--- config.mk ---
export PLATFORM = sky130hd
export DESIGN_NAME = mshr_table
export DESIGN_NICKNAME = d
export VERILOG_FILES = /design/src/rtl/mshr_table.sv
export SDC_FILE = /design/constraint.sdc
export NUM_CORES = 1
export LEC_CHECK = 0
export ABC_AREA = 1
export CAP_MARGIN = 15
export CORE_ASPECT_RATIO = 0.6
export CORE_MARGIN = 1.5
export CORE_UTILIZATION = 45
export CTS_CLUSTER_DIAMETER = 60
export DETAILED_ROUTE_END_ITERATION = 10
export PLACE_DENSITY_LB_ADDON = 0.08
export SLEW_MARGIN = 20
export SYNTH_ARGS = -nofsm -noshare
export SYNTH_HDL_FRONTEND = slang
export SYNTH_SLANG_ARGS = --single-unit
--- constraint.sdc ---
create_clock -name clk -period 13.3 [get_ports clk]
set_input_delay 2.66 -clock clk [delete_from_list [all_inputs] [get_ports clk]]
set_output_delay 2.66 -clock clk [all_outputs]
set_load 0.005 [all_outputs]
--- src/rtl/mshr_table.sv ---
// Miss-status holding register table: tracks outstanding requests, allocates the
// lowest free slot, issues un-issued entries round-robin and supports indexed lookup.
module mshr_table #(
  parameter int unsigned ID_W   = 3,
  parameter int unsigned ADDR_W = 32,
  parameter int unsigned DATA_W = 32,
  parameter int unsigned CPU_W  = 3
) (
  input  logic              clk,
  input  logic              reset,
  input  logic              enable,
  // allocate
  input  logic              add,
  input  logic [ADDR_W-1:0] add_addr,
  input  logic [DATA_W-1:0] add_data,
  input  logic              add_rw,
  input  logic              add_dirty,
  input  logic [CPU_W-1:0]  add_cpu_id,
  output logic              add_ack,
  output logic [ID_W-1:0]   add_id,
  // release
  input  logic              del,
  input  logic [ID_W-1:0]   del_id,
  // issue
  input  logic              read_next,
  output logic              rn_valid,
  output logic [ADDR_W-1:0] rn_addr,
  output logic [DATA_W-1:0] rn_data,
  output logic              rn_rw,
  output logic              rn_dirty,
  output logic [ID_W-1:0]   rn_mshr_id,
  // lookup
  input  logic              get,
  input  logic [ID_W-1:0]   get_id,
  output logic              get_valid,
  output logic              get_rw,
  output logic [DATA_W-1:0] get_data,
  output logic [ADDR_W-1:0] get_addr,
  output logic [CPU_W-1:0]  get_cpu_id,
  // occupancy
  output logic [ID_W:0]     count,
  output logic              full,
  output logic              empty
);

  localparam int Depth = 2 ** ID_W;

  // Per-entry control state
  logic [Depth-1:0] valid_q, valid_d;
  logic [Depth-1:0] issued_q, issued_d;
  logic [ID_W-1:0]  rr_ptr_q, rr_ptr_d;

  // Per-entry payload; only meaningful while the entry is valid, so left unreset
  logic [ADDR_W-1:0] addr_q  [Depth];
  logic [DATA_W-1:0] data_q  [Depth];
  logic              rw_q    [Depth];
  logic              dirty_q [Depth];
  logic [CPU_W-1:0]  cpu_q   [Depth];

  // Registered output state
  logic              rn_valid_q, rn_valid_d;
  logic [ADDR_W-1:0] rn_addr_q, rn_addr_d;
  logic [DATA_W-1:0] rn_data_q, rn_data_d;
  logic              rn_rw_q, rn_rw_d;
  logic              rn_dirty_q, rn_dirty_d;
  logic [ID_W-1:0]   rn_id_q, rn_id_d;

  logic              get_valid_q, get_valid_d;
  logic              get_rw_q, get_rw_d;
  logic [DATA_W-1:0] get_data_q, get_data_d;
  logic [ADDR_W-1:0] get_addr_q, get_addr_d;
  logic [CPU_W-1:0]  get_cpu_q, get_cpu_d;

  logic              free_found;
  logic [Depth-1:0]  del_mask;
  logic [Depth-1:0]  eligible;
  logic              rn_found;
  logic [ID_W-1:0]   rn_sel;
  logic [ID_W-1:0]   scan_idx;
  logic              do_issue;

  // Lowest-index free slot from the pre-edge valid vector
  always_comb begin
    free_found = 1'b0;
    add_id     = '0;
    for (int i = 0; i < Depth; i++) begin
      if (!free_found && !valid_q[i]) begin
        free_found = 1'b1;
        add_id     = ID_W'(i);
      end
    end
  end

  // Occupancy count and flags derived from registered valid bits
  always_comb begin
    count = '0;
    for (int i = 0; i < Depth; i++) begin
      count = count + {{ID_W{1'b0}}, valid_q[i]};
    end
    full  = (count == (ID_W + 1)'(Depth));
    empty = (count == '0);
  end

  assign add_ack = add & enable & ~full;

  // One-hot of the entry being released; used to keep it out of the issue search
  always_comb begin
    del_mask = '0;
    if (del) begin
      del_mask[del_id] = 1'b1;
    end
  end

  assign eligible = valid_q & ~issued_q & ~del_mask;

  // Round-robin search for the next un-issued entry starting at rr_ptr
  always_comb begin
    rn_found = 1'b0;
    rn_sel   = rr_ptr_q;
    scan_idx = '0;
    for (int k = 0; k < Depth; k++) begin
      scan_idx = rr_ptr_q + ID_W'(k);
      if (!rn_found && eligible[scan_idx]) begin
        rn_found = 1'b1;
        rn_sel   = scan_idx;
      end
    end
  end

  assign do_issue = enable & read_next & rn_found;

  // Next-state for entry control bits and the round-robin pointer
  always_comb begin
    valid_d  = valid_q;
    issued_d = issued_q;
    rr_ptr_d = rr_ptr_q;
    if (enable) begin
      // A freed slot is never the allocated slot: add_id points at a slot already invalid
      if (del && valid_q[del_id]) begin
        valid_d[del_id]  = 1'b0;
        issued_d[del_id] = 1'b0;
      end
      if (add_ack) begin
        valid_d[add_id]  = 1'b1;
        issued_d[add_id] = 1'b0;
      end
      if (do_issue) begin
        issued_d[rn_sel] = 1'b1;
        rr_ptr_d         = rn_sel + ID_W'(1);
      end
    end
  end

  // Next-state for the issue and lookup output registers
  always_comb begin
    rn_valid_d  = rn_valid_q;
    rn_addr_d   = rn_addr_q;
    rn_data_d   = rn_data_q;
    rn_rw_d     = rn_rw_q;
    rn_dirty_d  = rn_dirty_q;
    rn_id_d     = rn_id_q;
    get_valid_d = get_valid_q;
    get_rw_d    = get_rw_q;
    get_data_d  = get_data_q;
    get_addr_d  = get_addr_q;
    get_cpu_d   = get_cpu_q;
    if (enable) begin
      rn_valid_d = do_issue;
      if (do_issue) begin
        rn_addr_d  = addr_q[rn_sel];
        rn_data_d  = data_q[rn_sel];
        rn_rw_d    = rw_q[rn_sel];
        rn_dirty_d = dirty_q[rn_sel];
        rn_id_d    = rn_sel;
      end
      get_valid_d = get & valid_q[get_id];
      if (get) begin
        get_rw_d   = rw_q[get_id];
        get_data_d = data_q[get_id];
        get_addr_d = addr_q[get_id];
        get_cpu_d  = cpu_q[get_id];
      end
    end
  end

  // Control state and output registers with asynchronous clear
  always_ff @(posedge clk or negedge reset) begin
    if (!reset) begin
      valid_q     <= '0;
      issued_q    <= '0;
      rr_ptr_q    <= '0;
      rn_valid_q  <= 1'b0;
      rn_addr_q   <= '0;
      rn_data_q   <= '0;
      rn_rw_q     <= 1'b0;
      rn_dirty_q  <= 1'b0;
      rn_id_q     <= '0;
      get_valid_q <= 1'b0;
      get_rw_q    <= 1'b0;
      get_data_q  <= '0;
      get_addr_q  <= '0;
      get_cpu_q   <= '0;
    end else begin
      valid_q     <= valid_d;
      issued_q    <= issued_d;
      rr_ptr_q    <= rr_ptr_d;
      rn_valid_q  <= rn_valid_d;
      rn_addr_q   <= rn_addr_d;
      rn_data_q   <= rn_data_d;
      rn_rw_q     <= rn_rw_d;
      rn_dirty_q  <= rn_dirty_d;
      rn_id_q     <= rn_id_d;
      get_valid_q <= get_valid_d;
      get_rw_q    <= get_rw_d;
      get_data_q  <= get_data_d;
      get_addr_q  <= get_addr_d;
      get_cpu_q   <= get_cpu_d;
    end
  end

  // Payload write on accepted allocation
  always_ff @(posedge clk) begin
    if (add_ack) begin
      addr_q[add_id]  <= add_addr;
      data_q[add_id]  <= add_data;
      rw_q[add_id]    <= add_rw;
      dirty_q[add_id] <= add_dirty;
      cpu_q[add_id]   <= add_cpu_id;
    end
  end

  assign rn_valid   = rn_valid_q;
  assign rn_addr    = rn_addr_q;
  assign rn_data    = rn_data_q;
  assign rn_rw      = rn_rw_q;
  assign rn_dirty   = rn_dirty_q;
  assign rn_mshr_id = rn_id_q;
  assign get_valid  = get_valid_q;
  assign get_rw     = get_rw_q;
  assign get_data   = get_data_q;
  assign get_addr   = get_addr_q;
  assign get_cpu_id = get_cpu_q;

endmodule
==> results by group, run 1 <==
Outcome
  • Status: complete, no violations

Drt
  • DRT Pass-1 Iters: 6
  • DRT iter0 DRCs: 3293
  • Routed len/inst: 23.4 um
  • Metal-1 WL: 49300 um
  • ANT nets after route: 0
  • DR WL met3: 10100 um
  • Drt drc: 0
  • WL final: 113000 um
  • Via density: 5.86
  • Max Used Layer: met5
  • Vias after detailed routing: 28300
  • Met2 wire length: 50700 um

Clock tree
  • PostCTS Resize Cnt: 0
  • Root buf cell: clkbuf_16
  • H-Tree Level Count: 3
  • Clk buf depth: 3
  • Post-CTS setup buffer count: 0
  • TritonCTS clock tree: done
  • Worst-Skew Late Latency: 0.62 ns
  • Clock sinks: 710
  • Inserted Clock Buffers: 71
  • Clock-pin transition on the worst setup and hold timing paths: 0.06 ns
  • Hold Buf Count CTS: 0

Logic synthesis
  • EDFF count, synth: 552
  • Synthesized area: 34700 sq um
  • Ranking of synthesized cells by area: edfxtp_1 (48%), nand2_1 (13%), dfrtp_1 (11%), nand3_1 (8.1%), mux2i_1 (3.9%)
  • Yosys top cell area share: 0.478
  • Synthesized flop and latch total: 710
  • Syn Area/Cell: 9.40 sq um
  • Yosys Warn Count: 0
  • Yosys cell types: 39
  • Largest area contributor in the netlist: edfxtp_1
  • Synthesized Nets: 3785
  • Mapped Cells: 3692
  • Fraction of registers with async set/reset: 0.223
  • Commonest cells post-synth: nand2_1 (1218), nand3_1 (564), edfxtp_1 (552), inv_1 (185), o21ai_0 (182)
  • Most frequent cell after synthesis: nand2_1
  • Seq/Total Area, Yosys: 0.591
  • Synth Flop Type: edfxtp_1

Min path
  • Hold path endpoint: get_data[18]
  • Worst hold path class: register to register
  • Hold path cells: 2
  • Min-Delay Startpoint: get_data[18]

Worst setup path
  • Critical path type: input port to register
  • Buffers and inverters on the worst path: 3
  • Largest delay contributor family on the critical path: simple AND/OR/NAND/NOR gates
  • Worst path depth: 22
  • Worst r2r src: valid_q[0]
  • CP required: 13.85 ns
  • Slowest-stage cell, CP: buf_4
  • Most common cell on crit path: nand2_1
  • Crit-path cells: clkdlybuf4s50_1 > nor2_1 > nand2_1 > nand3_1 > nand3_1 > nand2_1 > nand2_1 > nand2_1 > nand3_1 > nor2_1 > nand3_1 > nand2_1 > nand2_1 > nand2_4 > buf_4 > buf_4 > nand3_1 > nand2_1 > nand2_1 > nand2_1 > nand2_1 > nand3_1
  • CP peak stage delay: 0.85 ns
  • Critical Path End Type: register
  • CP Max Fanout: 78
  • Terminus of the critical flop-to-flop path: addr_q[0][30]
  • R2R cell count: 18
  • Flop2flop setup slack: 7.11 ns
  • Setup crit start kind: input port
  • Worst EP arrival: 7.87 ns

Die
  • Chip height: 218 um
  • Core ar.: 75900 sq um
  • Std cell rows: 78
  • Chip width: 362 um
  • DIE AREA: 78900 sq um
  • Starting density of the core: 0.457
  • # IOs: 231

Layout
  • Layout fillers: 6786
  • Nets: 3866
  • P&R area growth vs syn: 14.5%
  • Core Util, Final: 0.523
  • Layout cells sized above 1: 0.0478

Placement
  • Dpl hpwl: 59000 um
  • DP Worst Slack: 5.52 ns
  • Routability cong.: 0.886
  • Number of port buffers: 230

Flow run
  • Max cap viols: 0

Timing
  • Crit path setup slack, layout: 5.98 ns
  • Max frequency: 0.137 GHz
  • Clk_skew: 0.0238 ns
  • Fin. Hold Viols: 0
  • Endpoints failing setup: 0
  • Worst hold margin: 0.480 ns
  • Final worst path period share: 0.551
  • Max Slew Vio Count: 0
  • Worst slew margin: 0.231
  • RSZ-0062 raised after global routing: no
  • Fin crit period: 7.32 ns
  • Worst-Margin Slew: 1.15 ns
  • Setup_tns: 0 ns

Global routing
  • First-pass GRT wire length: 171000 um
  • Number of global-route vias before repair: 27500
  • Pin count of the biggest net entering global routing: 199
  • Number of antenna violations at the first check in global routing: 13
  • Gr ovfl total: 0
  • Global Route Usage Sum: 0.285
## worst reg2reg max path, cell delays in order (launching register included)
cell and delay [ns]:
dfrtp_1 0.48, fa_1 0.58, inv_1 0.06, fa_1 0.51
fa_1 0.42, inv_1 0.06, ha_1 0.15, inv_1 0.06
fa_1 0.54, inv_1 0.05, nor3_1 0.18, inv_1 0.07
nor2_1 0.12, nor2_1 0.08, inv_1 0.60, nor2_1 0.11
nand2_1 0.27, clkinv_2 0.73, buf_4 0.73
## sequential cells by signal, summed over array words and instances (netlist names), 3 cells and up
register / flops
get_data: 32
rr_ptr_q: 3
get_cpu_id: 3
data_q: 256
get_addr: 32
rn_addr: 32
rw_q: 8
dirty_q: 8
valid_q: 8
issued_q: 8
addr_q: 256
cpu_q: 24
rn_mshr_id: 3
rn_data: 32
## layout by cell type, fill, tap and decap left out, drive strengths merged
cell / count
fa: 4
o21a: 1
nor2: 66
nand4: 6
bufinv: 1
clkbuf: 110
a31oi: 1
inv: 197
and2: 1
nand3: 567
edfxtp: 552
ha: 7
clkdlybuf4s50: 226
a32o: 1
nand2: 1224
xnor2: 4
nor3: 14
dfrtp: 158
o22ai: 8
mux2i: 136
o211ai: 139
a21oi: 149
a21o: 1
o21ai: 183
o41ai: 1
diode: 6
clkinvlp: 1
o21bai: 3
buf: 47
nand3b: 1
clkinv: 17
## cell type report
cell class / count / area, sq um / share of cell area
diodes: 6 / 15.0 / 0.000378
clock buffers: 109 / 2040 / 0.0513
clock inverters: 17 / 120 / 0.00302
inverters: 199 / 759 / 0.0191
flip-flops and latches: 710 / 20500 / 0.517
repair buffers: 274 / 2650 / 0.0667
well taps: 1000 / 1250 / 0.0315
multi-input cells: 2517 / 12400 / 0.311
## logic make-up after synthesis
family / count (synthesis) / share of synthesized area
AND/OR/NAND/NOR: 1879 / 0.227
adder cells (fa/ha/maj): 11 / 0.00483
flip-flops: 710 / 0.591
AO/OA/AOI/OAI: 487 / 0.0813
multiplexers: 136 / 0.0392
XOR/XNOR: 4 / 0.00101
buffers and inverters: 465 / 0.0557
## per-layer routing
| layer | GRT usage | vias up |
|---|---|---|
| met5 | 0 | - |
| met4 | 0.0923 | 10 |
| met3 | 0.0525 | 222 |
| met2 | 0.444 | 1391 |
| met1 | 0.403 | 13800 |
| li1 | - | 12800 |
## worst max path at each step
stage / to / start
after floorplan: addr_q[2][0] / enable
after global placement: rn_data[27] / del
after detailed placement: rn_data[27] / del
after CTS: add_ack / valid_q[0]
after global routing: rn_data[26] / del_id[0]
final: rn_data[27] / del_id[0]
## through the flow
| stage | cells | instance area [sq um] |
|---|---|---|
| 2_1_floorplan | 3692 | 34700 |
| 3_3_place_gp | 4700 | 37500 |
| 3_5_place_dp | 4700 | 37500 |
| 4_1_cts | 4826 | 39700 |
| 5_1_grt | 4831 | 39700 |
| 6_report | 4832 | 39700 |
Power of run 1 is not shown: default switching activity piles up to over one toggle a cycle in this logic, so the estimate is an artifact.
==> inputs of run 2 (changes only) <==
==> constraint.sdc (replaced) <==
create_clock -name clk -period 6.4 [get_ports clk]
set_input_delay 1.28 -clock clk [delete_from_list [all_inputs] [get_ports clk]]
set_output_delay 1.28 -clock clk [all_outputs]
set_load 0.005 [all_outputs]
==> run 2 against run 1 <==
  * Worst hold slack worse by 0.0035 ns
  * Critical path depth is 8 lower
  * Clock skew is 0.0078 ns lower
  * Register-to-register slack worse by 5.9 ns
  * Non-clock buffer count is 5 higher
  * Via count is 0.36% lower
  * Setup slack worse by 5.2 ns
==> results by group, run 2 (synthesis results as in run 1) <==
Global routing
  • Number of antenna violations at the first check in global routing: 10
  • Global Route Usage Sum: 0.282
  • Met1 global-route usage: 0.402
  • Routing usage on met3: 0.0482
  • Met2 usage: 0.442
  • Pin count of the biggest net entering global routing: 165
  • First-pass GRT wire length: 169000 um
  • Most used routing layer: met2
  • Gr ovfl total: 0
  • Number of global-route vias before repair: 27400

Clock tree
  • Hold Buf Count CTS: 0
  • TritonCTS clock tree: done
  • H-Tree Level Count: 3
  • Clock sinks: 710
  • Clock-pin transition on the worst setup and hold timing paths: 0.07 ns
  • Worst-Skew Late Latency: 0.64 ns
  • Root buf cell: clkbuf_16
  • PostCTS Resize Cnt: 0
  • Post-CTS setup buffer count: 0
  • Clk buf depth: 3
  • Inserted Clock Buffers: 72

Timing
  • RSZ-0062 raised after global routing: no
  • Fin crit period: 5.66 ns
  • Worst slew margin: 0.267
  • Worst-Margin Slew: 1.10 ns
  • Max Slew Vio Count: 0
  • Max frequency: 0.177 GHz
  • Endpoints failing setup: 0
  • Setup_tns: 0 ns
  • Fin. Hold Viols: 0
  • Clk_skew: 0.0160 ns
  • Worst hold margin: 0.477 ns
  • Final worst path period share: 0.885

Outcome
  • Status: complete, no violations

Flow run
  • Max cap viols: 0

Drt
  • ANT nets after route: 0
  • Routed len/inst: 23.0 um
  • DRT Pass-1 Iters: 9
  • Via density: 5.82
  • Drt drc: 0
  • DRT iter0 DRCs: 3231
  • Vias after detailed routing: 28200
  • WL final: 111000 um

Worst setup path
  • Critical Path End Type: output port
  • Slowest-stage cell, CP: fa_1
  • CP peak stage delay: 0.56 ns
  • Crit-path cells: fa_1 > inv_1 > fa_1 > fa_1 > inv_1 > ha_1 > inv_1 > fa_1 > xnor2_1 > nor3_1 > inv_1 > nor2_1 > nor2_1 > clkdlybuf4s50_1
  • Setup crit start kind: register
  • Flop2flop setup slack: 1.25 ns
  • Largest delay contributor family on the critical path: adder cells
  • CP required: 5.12 ns
  • Critical path type: register to output port
  • Worst EP arrival: 4.38 ns
  • Buffers and inverters on the worst path: 5
  • CP Max Fanout: 5

Layout
  • Core Util, Final: 0.529
  • Commonest non-fill, non-tap cell in the layout: nand2_1
  • Most frequent cells in the layout: nand2_1 (1215), nand3_1 (564), edfxtp_1 (552)
  • Non-Filler Instances: 4843
  • Layout fillers: 6733
  • Largest regs: addr_q x256, data_q x256
  • Layout cells sized above 1: 0.0524
  • P&R area growth vs syn: 15.8%
  • Nets: 3872

Placement
  • Routability cong.: 0.885
  • Dpl hpwl: 59200 um
  • Number of port buffers: 230
  • Inst Count DP: 4705

Die
  • Starting density of the core: 0.457
  • Core ar.: 75900 sq um
  • Std cell rows: 78
  • # IOs: 231
  • Chip width: 362 um
  • Chip height: 218 um
  • DIE AREA: 78900 sq um

Min path
  • Worst hold path class: register to register
-- run 2: cell count changes in the layout (fill, tap and decap cells not counted), moves of 2 or more --
cell / before / now
buf_4: 45 / 31
diode_2: 6 / 4
bufinv_16: 1 / 5
inv_4: 1 / 3
inv_6: 3 / 5
clkbuf_1: 26 / 20
buf_12: 1 / 20
clkinv_2: 11 / 14
-- run 2: worst paths after layout --
kind | cells past startpoint | end | from
min reg2reg | 2 | get_addr[27] | get_addr[27]
min in group asynchronous | 1 | issued_q[4] | reset
max in group asynchronous | 2 | rn_addr[2] | reset
min | 2 | get_addr[27] | get_addr[27]
max reg2reg | 18 | addr_q[0][11] | valid_q[0]
max | 14 | add_ack | valid_q[0]
-- run 2: layer usage --
layer	part of all wire	routed length [um]
met4	0.024	2710
met1	0.44	49500
met5	0.00067	75
met3	0.078	8690
met2	0.45	50600
-- run 2: per-stage QoR --
step | worst slack, ns | area [sq um]
after floorplan | -0.285 | 34700
after global placement | 1.17 | 37800
after detailed placement | 1.08 | 37800
after CTS | 0.668 | 40200
after global routing | 0.427 | 40200
final | 0.738 | 40200
-- run 2: worst register-to-register path, cell delays in order, from the launching register on --
cell and delay [ns]:
dfrtp_1 0.45, fa_1 0.56, inv_1 0.05, fa_1 0.49, fa_1 0.41, inv_1 0.07
ha_1 0.15, inv_1 0.06, fa_1 0.43, xnor2_1 0.20, nor3_1 0.07, inv_1 0.07
nor2_1 0.05, nor2_1 0.15, inv_1 0.35, nor2_1 0.20, nand2_1 0.17, inv_4 0.47
buf_12 0.40
-- run 2: area by class of cell --
class	instances	area, sq um	share of cell area
Clock inverter	31	328	0.00816
Multi-Input combinational cell	2517	12400	0.308
Tap cell	1000	1250	0.0311
Clock buffer	103	2030	0.0505
Antenna cell	4	10.0	0.000249
Sequential cell	710	20500	0.511
Timing Repair Buffer	279	2920	0.0727
Inverter	199	758	0.0189
Power of run 2 is left out for the same reason.
==> inputs of run 3 (changes only) <==
--- a/config.mk
+++ b/config.mk
@@ -9,7 +9,7 @@
 export CAP_MARGIN = 15
 export CORE_ASPECT_RATIO = 0.6
 export CORE_MARGIN = 1.5
-export CORE_UTILIZATION = 45
+export CORE_UTILIZATION = 54
 export CTS_CLUSTER_DIAMETER = 60
 export DETAILED_ROUTE_END_ITERATION = 10
 export PLACE_DENSITY_LB_ADDON = 0.08
==> run 3 against run 2 <==
  * Critical path depth unchanged
  * Final cell count down 3.3%
  * Via count up 1.6%
  * Critical path type unchanged
==> results by group, run 3 (synthesis results as in run 1) <==
Timing
  • Fin crit period: 5.83 ns
  • Max Slew Vio Count: 0
  • Max frequency: 0.172 GHz
  • Endpoints failing setup: 0
  • Fin. Hold Viols: 0
  • Worst slew margin: 0.268
  • Final worst path period share: 0.910
  • RSZ-0062 raised after global routing: no
  • Worst-Margin Slew: 1.10 ns
  • Clk_skew: 0.0284 ns

Clock tree
  • PostCTS Resize Cnt: 0
  • H-Tree Level Count: 3
  • TritonCTS clock tree: done
  • Clock-pin transition on the worst setup and hold timing paths: 0.07 ns
  • Clk buf depth: 3
  • Post-CTS setup buffer count: 0
  • Inserted Clock Buffers: 69
  • Worst-Skew Late Latency: 0.63 ns
  • Hold Buf Count CTS: 0
  • Root buf cell: clkbuf_16
  • Clock sinks: 710

Drt
  • DRT Pass-1 Iters: 9
  • Vias after detailed routing: 28600
  • ANT nets after route: 0
  • Via density: 6.12
  • Drt drc: 0
  • WL final: 106000 um
  • DRT iter0 DRCs: 3186
  • Routed len/inst: 22.7 um

Die
  • DIE AREA: 65900 sq um
  • Chip height: 199 um
  • Starting density of the core: 0.550
  • Std cell rows: 71
  • Chip width: 330 um
  • # IOs: 231
  • Core ar.: 63100 sq um

Layout
  • P&R area growth vs syn: 15.3%
  • Most frequent cells in the layout: nand2_1 (1215), nand3_1 (564), edfxtp_1 (552)
  • Final instance area: 40000 sq um
  • Largest regs: addr_q x256, data_q x256
  • Nets: 3875
  • Layout cells sized above 1: 0.0524
  • Multi-input gate area: 12400 sq um
  • Sequential Area: 20500 sq um
  • Commonest non-fill, non-tap cell in the layout: nand2_1
  • Layout fillers: 5048

Flow run
  • Max cap viols: 0

Placement
  • Routability cong.: 0.887
  • Dpl hpwl: 58000 um
  • Placed inst area: 37700 sq um
  • Number of port buffers: 230

Min path
  • Worst hold path class: register to register

Worst setup path
  • Critical Path End Type: output port
  • Crit-path cells: fa_1 > inv_1 > fa_1 > fa_1 > inv_1 > ha_1 > inv_1 > fa_1 > xnor2_1 > nor3_1 > inv_1 > nor2_1 > nor2_1 > clkdlybuf4s50_1
  • CP required: 5.12 ns
  • Worst EP arrival: 4.55 ns
  • Slowest-stage cell, CP: fa_1
  • CP Max Fanout: 5
  • Critical path type: register to output port
  • Setup crit start kind: register
  • CP peak stage delay: 0.55 ns

Global routing
  • Number of antenna violations at the first check in global routing: 9
  • Gr ovfl total: 0
  • First-pass GRT wire length: 164000 um
  • Pin count of the biggest net entering global routing: 137
  • Global Route Usage Sum: 0.325
  • Number of global-route vias before repair: 28200

Outcome
  • Status: complete, no violations
==> run 3: cell count changes in the layout (fill, tap and decap cells not counted), sizes merged <==
| cell | before | now |
|---|---|---|
| clkinvlp | 0 | 2 |
| clkbuf | 104 | 96 |
| inv | 202 | 199 |
| diode | 4 | 5 |
| bufinv | 5 | 6 |
| buf | 52 | 59 |
==> run 3: critical path, delay by kind of cell, from the launching register on <==
family,cells,cell delay [ns]
AND/OR/NAND/NOR,3,0.34
adder cells (fa/ha/maj),5,2.04
XOR/XNOR,1,0.29
buffers and inverters,5,0.82
flip-flops,1,0.45
==> run 3: layout make-up <==
cell class,instances,area share
timing repair buffer,285,0.0751
antenna,5,0.000313
inverter,199,0.0189
tap,839,0.0262
clock inverter,31,0.00810
multi-input combinational,2517,0.309
clock buffer,96,0.0498
sequential,710,0.513
==> run 3: path summary, 6_finish.rpt <==
| kind | slack (ns) | endpoint | from | cells after the start |
|---|---|---|---|---|
| setup reg to reg | 0.99 | data_q[4][28] | valid_q[0] | 16 |
| max in group asynchronous | 4.66 | get_addr[3] | reset | 2 |
| hold / removal | 0.48 | get_addr[24] | get_addr[24] | 2 |
| min in group asynchronous | 0.60 | rn_addr[16] | reset | 1 |
| hold reg to reg | 0.48 | get_addr[24] | get_addr[24] | 2 |
| setup / recovery | 0.57 | add_ack | valid_q[0] | 14 |
==> run 3: per-stage QoR <==
| stage | hold slack [ns] | worst slack (ns) | TNS [ns] | instances | utilization |
|---|---|---|---|---|---|
| 3_5_place_dp | 0.465 | 0.996 | 0 | 4550 | 0.598 |
| 2_1_floorplan | 0.473 | -0.285 | -59.71 | 3692 | - |
| 6_report | 0.482 | 0.574 | 0 | 4682 | 0.635 |
| 3_3_place_gp | 0.463 | 1.11 | 0 | 4550 | 0.598 |
| 4_1_cts | 0.482 | 0.569 | 0 | 4677 | 0.634 |
| 5_1_grt | 0.502 | 0.370 | 0 | 4680 | 0.635 |
==> run 3: layer usage <==
metal,track usage,vias up,share of wire
met5,0,-,0.00051
li1,-,12900,-
met4,0.122,8,0.030
met1,0.446,13800,0.41
met2,0.518,1700,0.46
met3,0.0626,247,0.10
Power of run 3 is left out for the same reason.
